[src/rtl/seq_gen.sv]
// seq_gen: MSB-first serial pattern transmitter with programmable length,
// repetition count and a fixed idle gap between repetitions.
// Optional feature: define SEQ_GEN_PARITY_EN to append an even-parity bit
// after bit 0 of every repetition.
//
// Timing model: the FSM state and counters advance on each edge, and every
// output is a register loaded from the *current* state. Outputs therefore
// trail the state by exactly one cycle. A start accepted at edge N shows its
// first bit after edge N+1.

module seq_gen #(
    parameter int   WIDTH    = 16,   // max pattern length in bits
    parameter int   CNT_W    = 4,    // width of len / bit index, 2**CNT_W >= WIDTH
    parameter logic IDLE_LVL = 1'b1, // dout level whenever dvalid is low
    parameter int   GAP      = 2     // idle cycles between repetitions
) (
    input  logic             clk,
    input  logic             rst,
    input  logic             start,
    input  logic [WIDTH-1:0] pattern,
    input  logic [CNT_W-1:0] len,
    input  logic [3:0]       reps,
    output logic             dout,
    output logic             dvalid,
    output logic             busy,
    output logic             done
);

    // Gap counter counts GAP-1 down to 0; keep at least one bit so that a
    // GAP of 0 or 1 still yields a legal vector.
    localparam int GAP_W = (GAP > 2) ? $clog2(GAP) : 1;

    typedef enum logic [3:0] {
        ST_IDLE = 4'b0001,
        ST_SEND = 4'b0010,
        ST_GAP  = 4'b0100,
        ST_DONE = 4'b1000
    } state_t;

    state_t           state_q,   state_d;
    logic [WIDTH-1:0] shadow_q,  shadow_d;
    logic [CNT_W-1:0] len_q,     len_d;
    logic [CNT_W-1:0] bit_idx_q, bit_idx_d;
    logic [3:0]       rep_q,     rep_d;
    logic [GAP_W-1:0] gap_q,     gap_d;

    logic dout_d, dvalid_d, busy_d, done_d;
    logic end_of_rep;

`ifdef SEQ_GEN_PARITY_EN
    logic par_acc_q,   par_acc_d;    // running XOR of bits sent this repetition
    logic par_phase_q, par_phase_d;  // next SEND cycle carries the parity bit
`endif

    // Next-state, next-counter and next-output logic.
    always_comb begin
        // NOTE: every signal gets a default first so no path through the
        // case statement leaves one unassigned, which would infer a latch.
        state_d    = state_q;
        shadow_d   = shadow_q;
        len_d      = len_q;
        bit_idx_d  = bit_idx_q;
        rep_d      = rep_q;
        gap_d      = gap_q;
        dout_d     = IDLE_LVL;
        dvalid_d   = 1'b0;
        busy_d     = 1'b0;
        done_d     = 1'b0;
        end_of_rep = 1'b0;
`ifdef SEQ_GEN_PARITY_EN
        par_acc_d   = par_acc_q;
        par_phase_d = par_phase_q;
`endif

        case (state_q)
            ST_IDLE: begin
                // Freeze the request so later input changes cannot
                // disturb the transmission.
                if (start) begin
                    shadow_d  = pattern;
                    len_d     = len;
                    bit_idx_d = len;
                    rep_d     = reps;
                    gap_d     = '0;
                    state_d   = ST_SEND;
`ifdef SEQ_GEN_PARITY_EN
                    par_acc_d   = 1'b0;
                    par_phase_d = 1'b0;
`endif
                end
            end

            ST_SEND: begin
                busy_d   = 1'b1;
                dvalid_d = 1'b1;
`ifdef SEQ_GEN_PARITY_EN
                if (par_phase_q) begin
                    // Extra cycle: send the even-parity bit, then wrap up
                    // the repetition exactly as bit 0 would without parity.
                    dout_d      = par_acc_q;
                    par_acc_d   = 1'b0;
                    par_phase_d = 1'b0;
                    end_of_rep  = 1'b1;
                end else begin
                    dout_d    = shadow_q[bit_idx_q];
                    par_acc_d = par_acc_q ^ shadow_q[bit_idx_q];
                    if (bit_idx_q == '0) begin
                        par_phase_d = 1'b1;
                    end else begin
                        bit_idx_d = bit_idx_q - 1'b1;
                    end
                end
`else
                dout_d = shadow_q[bit_idx_q];
                if (bit_idx_q == '0) begin
                    end_of_rep = 1'b1;
                end else begin
                    bit_idx_d = bit_idx_q - 1'b1;
                end
`endif
                if (end_of_rep) begin
                    if (rep_q == 4'd0) begin
                        state_d = ST_DONE;
                    end else begin
                        rep_d     = rep_q - 4'd1;
                        bit_idx_d = len_q;
                        if (GAP > 0) begin
                            gap_d   = GAP_W'(GAP - 1);
                            state_d = ST_GAP;
                        end
                    end
                end
            end

            ST_GAP: begin
                // Idle line, still busy; hold for exactly GAP cycles.
                busy_d = 1'b1;
                if (gap_q == '0) begin
                    state_d = ST_SEND;
                end else begin
                    gap_d = gap_q - 1'b1;
                end
            end

            ST_DONE: begin
                busy_d  = 1'b1;
                done_d  = 1'b1;
                state_d = ST_IDLE;
            end

            default: begin
                // Any non-one-hot encoding recovers to IDLE with idle outputs.
                state_d = ST_IDLE;
            end
        endcase
    end

    // State, counter, shadow and output registers with async reset.
    always_ff @(posedge clk or posedge rst) begin
        if (rst) begin
            // NOTE: shadow data is reset too; it is a small register, not a
            // memory array, and a clean value keeps reset behaviour fully
            // deterministic.
            state_q   <= ST_IDLE;
            shadow_q  <= '0;
            len_q     <= '0;
            bit_idx_q <= '0;
            rep_q     <= '0;
            gap_q     <= '0;
            dout      <= IDLE_LVL;
            dvalid    <= 1'b0;
            busy      <= 1'b0;
            done      <= 1'b0;
        end else begin
            // NOTE: non-blocking assignments so every register samples the
            // pre-edge values, independent of statement order.
            state_q   <= state_d;
            shadow_q  <= shadow_d;
            len_q     <= len_d;
            bit_idx_q <= bit_idx_d;
            rep_q     <= rep_d;
            gap_q     <= gap_d;
            dout      <= dout_d;
            dvalid    <= dvalid_d;
            busy      <= busy_d;
            done      <= done_d;
        end
    end

`ifdef SEQ_GEN_PARITY_EN
    // Parity accumulator and parity-cycle flag.
    always_ff @(posedge clk or posedge rst) begin
        if (rst) begin
            par_acc_q   <= 1'b0;
            par_phase_q <= 1'b0;
        end else begin
            par_acc_q   <= par_acc_d;
            par_phase_q <= par_phase_d;
        end
    end
`endif

endmodule

[config.mk]
export PLATFORM = sky130hd
export DESIGN_NAME = seq_gen
export DESIGN_NICKNAME = d
export VERILOG_FILES = /design/src/rtl/seq_gen.sv
export SDC_FILE = /design/constraint.sdc
export NUM_CORES = 1
export LEC_CHECK = 0
export CORE_ASPECT_RATIO = 0.5
export CORE_MARGIN = 5
export CORE_UTILIZATION = 45
export CTS_BUF_LIST = sky130_fd_sc_hd__clkbuf_4 sky130_fd_sc_hd__clkbuf_8
export DETAILED_ROUTE_END_ITERATION = 8
export PLACE_DENSITY = 0.71
export SLEW_MARGIN = 20
export SYNTH_ARGS = -nofsm -noshare
export SYNTH_HDL_FRONTEND = slang
export SYNTH_SLANG_ARGS = --single-unit
[constraint.sdc]
create_clock -name clk -period 2.63 [get_ports clk]
set_input_delay 0.526 -clock clk [delete_from_list [all_inputs] [get_ports clk]]
set_output_delay 0.526 -clock clk [all_outputs]
set_load 0.01 [all_outputs]
==> flow_metrics.tcl <==
set metrics [dict create \
    finalMaxSlewViolations 0 \
    hold_ws_ns 0.4820 \
    rr_worst_depth 6 \
    p_per_area_nw_per_um2 1079 \
    fin_crit_sh_pct 79.08 \
    power_leakage_nw 1.077 \
    finalCriticalPeriod_ns 2.080 \
    seq_area_frac_synth_pct 49.87 \
    synth_common_cells "68 x nand2_1, 35 x dfrtp_1, 11 x o21ai_0, 8 x clkbuf_1" \
    synth.distinct_cells 40 \
    crit_cells 6 \
    grt_pass1_wl_um 6955 \
    slowest_stage "dfrtp_1" \
    fillers 351 \
    relSlewSlack_pct 66.90 \
    routedWlPerCell_um 13.75 \
    yosys.area.top_type_share_pct 47.04 \
    peakVddDrop_mv 0.3768 \
    worst_pin_slew_ns 0.4840 \
    holdBufCountCts 0 \
    cts-buffers-inserted 5 \
    drv_cap 0 \
    antenna_found_initial 0 \
    dpl.hpwl_um 2672 \
    syn_area_per_cell_um2 9.499 \
    num_rows 16 \
    p_clk_share_pct 20.2 \
    first_pass_iters 4 \
    use_met1_pct 21.19 \
    yosys_warnings 0 \
    clk_latency_ns 0.29 \
    holdPathStages 2 \
    core_area_um2 3944 \
    p_int_mw 1.603 \
    routed_wl_um 3850 \
    outcome "completed" \
    drc_errors 0 \
    grt_usage_pct 15.68 \
    top_usage_layer "met2" \
    io_buffers 30 \
    yosysMostFrequentCell "nand2_1" \
    use_met2_pct 23.76 \
    max_freq_ghz 0.4808 \
    cts.path.max_buffers 2 \
    cpPeakStageDelay_ns 0.52 \
    syn_to_final_growth_pct 24.87 \
    critPathArrivalTime_ns 2.26 \
    gr-usage-met3_pct 4.397 \
    netlist_area_um2 1862 \
    postCtsSetupRepairBufs 0 \
    power_frac_seq_pct 42.5 \
    path_buf_inv 1 \
    ios 31 \
    cts_sinks 37 \
    initial_core_util_pct 47.21 \
    die_x_um 101.0 \
    routabilityCongestion 0.8202 \
    die_h_um 55.48 \
    tns_ns 0 \
    worstPathCellList "inv_1 -> ha_1 -> nor3b_4 -> nand3_4 -> and2_4 -> a221o_1" \
    drive_above_1_share_pct 12.39 \
    post_cts_resized 0 \
    num_vias 1449 \
    die_area_um2 5602 \
    crit_type "flip-flop to flip-flop" \
    ys_async_sr_fraction_pct 100.0 \
    drtAntennaViolNets 0 \
    grt_setup_unrepaired "no" \
    finClkSkew_ns 0.006730 \
    antenna_cells 0 \
    grt_pass1_vias 1451 \
    synth_flop_cell "dfrtp_1" \
    syn_nets 225 \
    grt_max_degree 38 \
    cp-end-kind "flip-flop" \
    p_sw_share_pct 36.08 \
    syn_inst 196 \
    critPathMaxFanout 9 \
    cts_tree "yes" \
    combPwrFrac_pct 37.3 \
    ys_seq_elements 37 \
    yosysTopAreaCell "dfrtp_1" \
    clk_pin_slew_worst_paths_ns 0.07 \
    critPathRequiredTime_ns 2.81 \
    overflow 0 \
    viasPerCell 5.175 \
    cpLargestDelayFamily "simple AND/OR/NAND/NOR gates" \
    fin_nets 254 \
    synth_area_leaders "dfrtp_1 47%, nand2_1 14%, mux4_2 4.8%" \
    synth-edff-count 0 \
    p_switching_mw 0.9049 \
    drtIter0Drc 46 \
    start_kind "flip-flop" \
    clockRootBuffer "clkbuf_8" \
    hold_viol 0 \
    worst_hold_path_type "flip-flop to flip-flop" \
    setup_viol 0 \
    htreeDepth 2 \
]
==> state kept, by name, summed over array words and instances, names as in the netlist <==
name       flops
bit_idx_q      4
busy           1
done           1
dout           1
dvalid         1
gap_q          1
len_q          4
rep_q          4
shadow_q      16
state_q        4
==> power groups by stage <==
stage | clock network (mW) | logic [mW] | registers [mW]
2_1_floorplan | 0 | 0.802 | 0.942
3_3_place_gp | 0 | 0.909 | 1.06
3_5_place_dp | 0 | 0.942 | 1.07
4_1_cts | 0.512 | 0.949 | 1.06
5_1_grt | 0.540 | 1.07 | 1.11
6_report | 0.505 | 0.937 | 1.07
==> layer usage <==
metal  up-vias  part of all wire [%]
met4         0                   1.4
met2        26                    47
met1       696                    48
li1        722                     -
met5         -                     0
met3         5                   4.1
==> through the flow <==
step	utilization (%)	cells	instance area, µm²	setup WS [ns]	power (mW)
4_1_cts	58.95	280	2325	0.5303	2.525
5_1_grt	58.95	280	2325	0.3743	2.727
3_5_place_dp	56.03	272	2210	0.4058	2.013
6_report	58.95	280	2325	0.5501	2.508
2_1_floorplan	-	196	1862	0.7280	1.744
3_3_place_gp	56.03	272	2210	0.4284	1.967
==> worst paths after layout <==
kind                                          start                        to  slack, ns
setup / recovery           bit_idx_q[0]$_DFFE_PP0P_      rep_q[0]$_DFFE_PP0P_       0.55
hold / removal             shadow_q[15]$_DFFE_PP0P_  shadow_q[15]$_DFFE_PP0P_       0.48
setup reg to reg           bit_idx_q[0]$_DFFE_PP0P_      rep_q[0]$_DFFE_PP0P_       0.55
hold reg to reg            shadow_q[15]$_DFFE_PP0P_  shadow_q[15]$_DFFE_PP0P_       0.48
max in group asynchronous                       rst            dout$_DFF_PP1_       1.65
min in group asynchronous                       rst      len_q[1]$_DFFE_PP0P_       0.64
==> worst register-to-register path: cells and delay by family (launching register included) <==
family,cells,cell delay [ns]
buffers and inverters,1,0.16
and+or+nand+nor,3,0.71
DFF,1,0.52
AOI/OAI and AO/OA,1,0.33
adders and majority gates,1,0.24
==> cells in the final DEF (no fill, tap or decap), types with 3 or more instances in the layout <==
master / count
a221o_1: 4
clkbuf_8: 5
inv_1: 7
mux2i_1: 3
nor2_1: 7
nand3_1: 3
a31oi_1: 3
nand2_1: 68
a21oi_1: 5
buf_4: 4
dfrtp_1: 35
nor3b_1: 3
mux4_2: 4
o21ai_0: 11
clkdlybuf4s50_1: 30
==> layout make-up <==
class / instances / area, µm² / share of cell area (%)
flip-flops and latches: 37 / 928.4 / 39.94
multi-input cells: 139 / 848.3 / 36.49
repair buffers: 34 / 330.3 / 14.21
clock buffers: 6 / 76.32 / 3.283
well taps: 54 / 67.56 / 2.906
clock inverters: 2 / 38.79 / 1.668
inverters: 8 / 35.03 / 1.507
==> kinds of logic after synthesis <==
group	after synthesis	synth area share, %
adder cells (fa/ha/maj)	2	1.344
XOR/XNOR	1	0.4705
flip-flops	37	49.87
AO/OA/AOI/OAI	31	11.02
AND/OR/NAND/NOR	96	24.60
buffers and inverters	20	5.041
multiplexers	9	7.661
No activity file was read; power rests on OpenSTA's default activity.
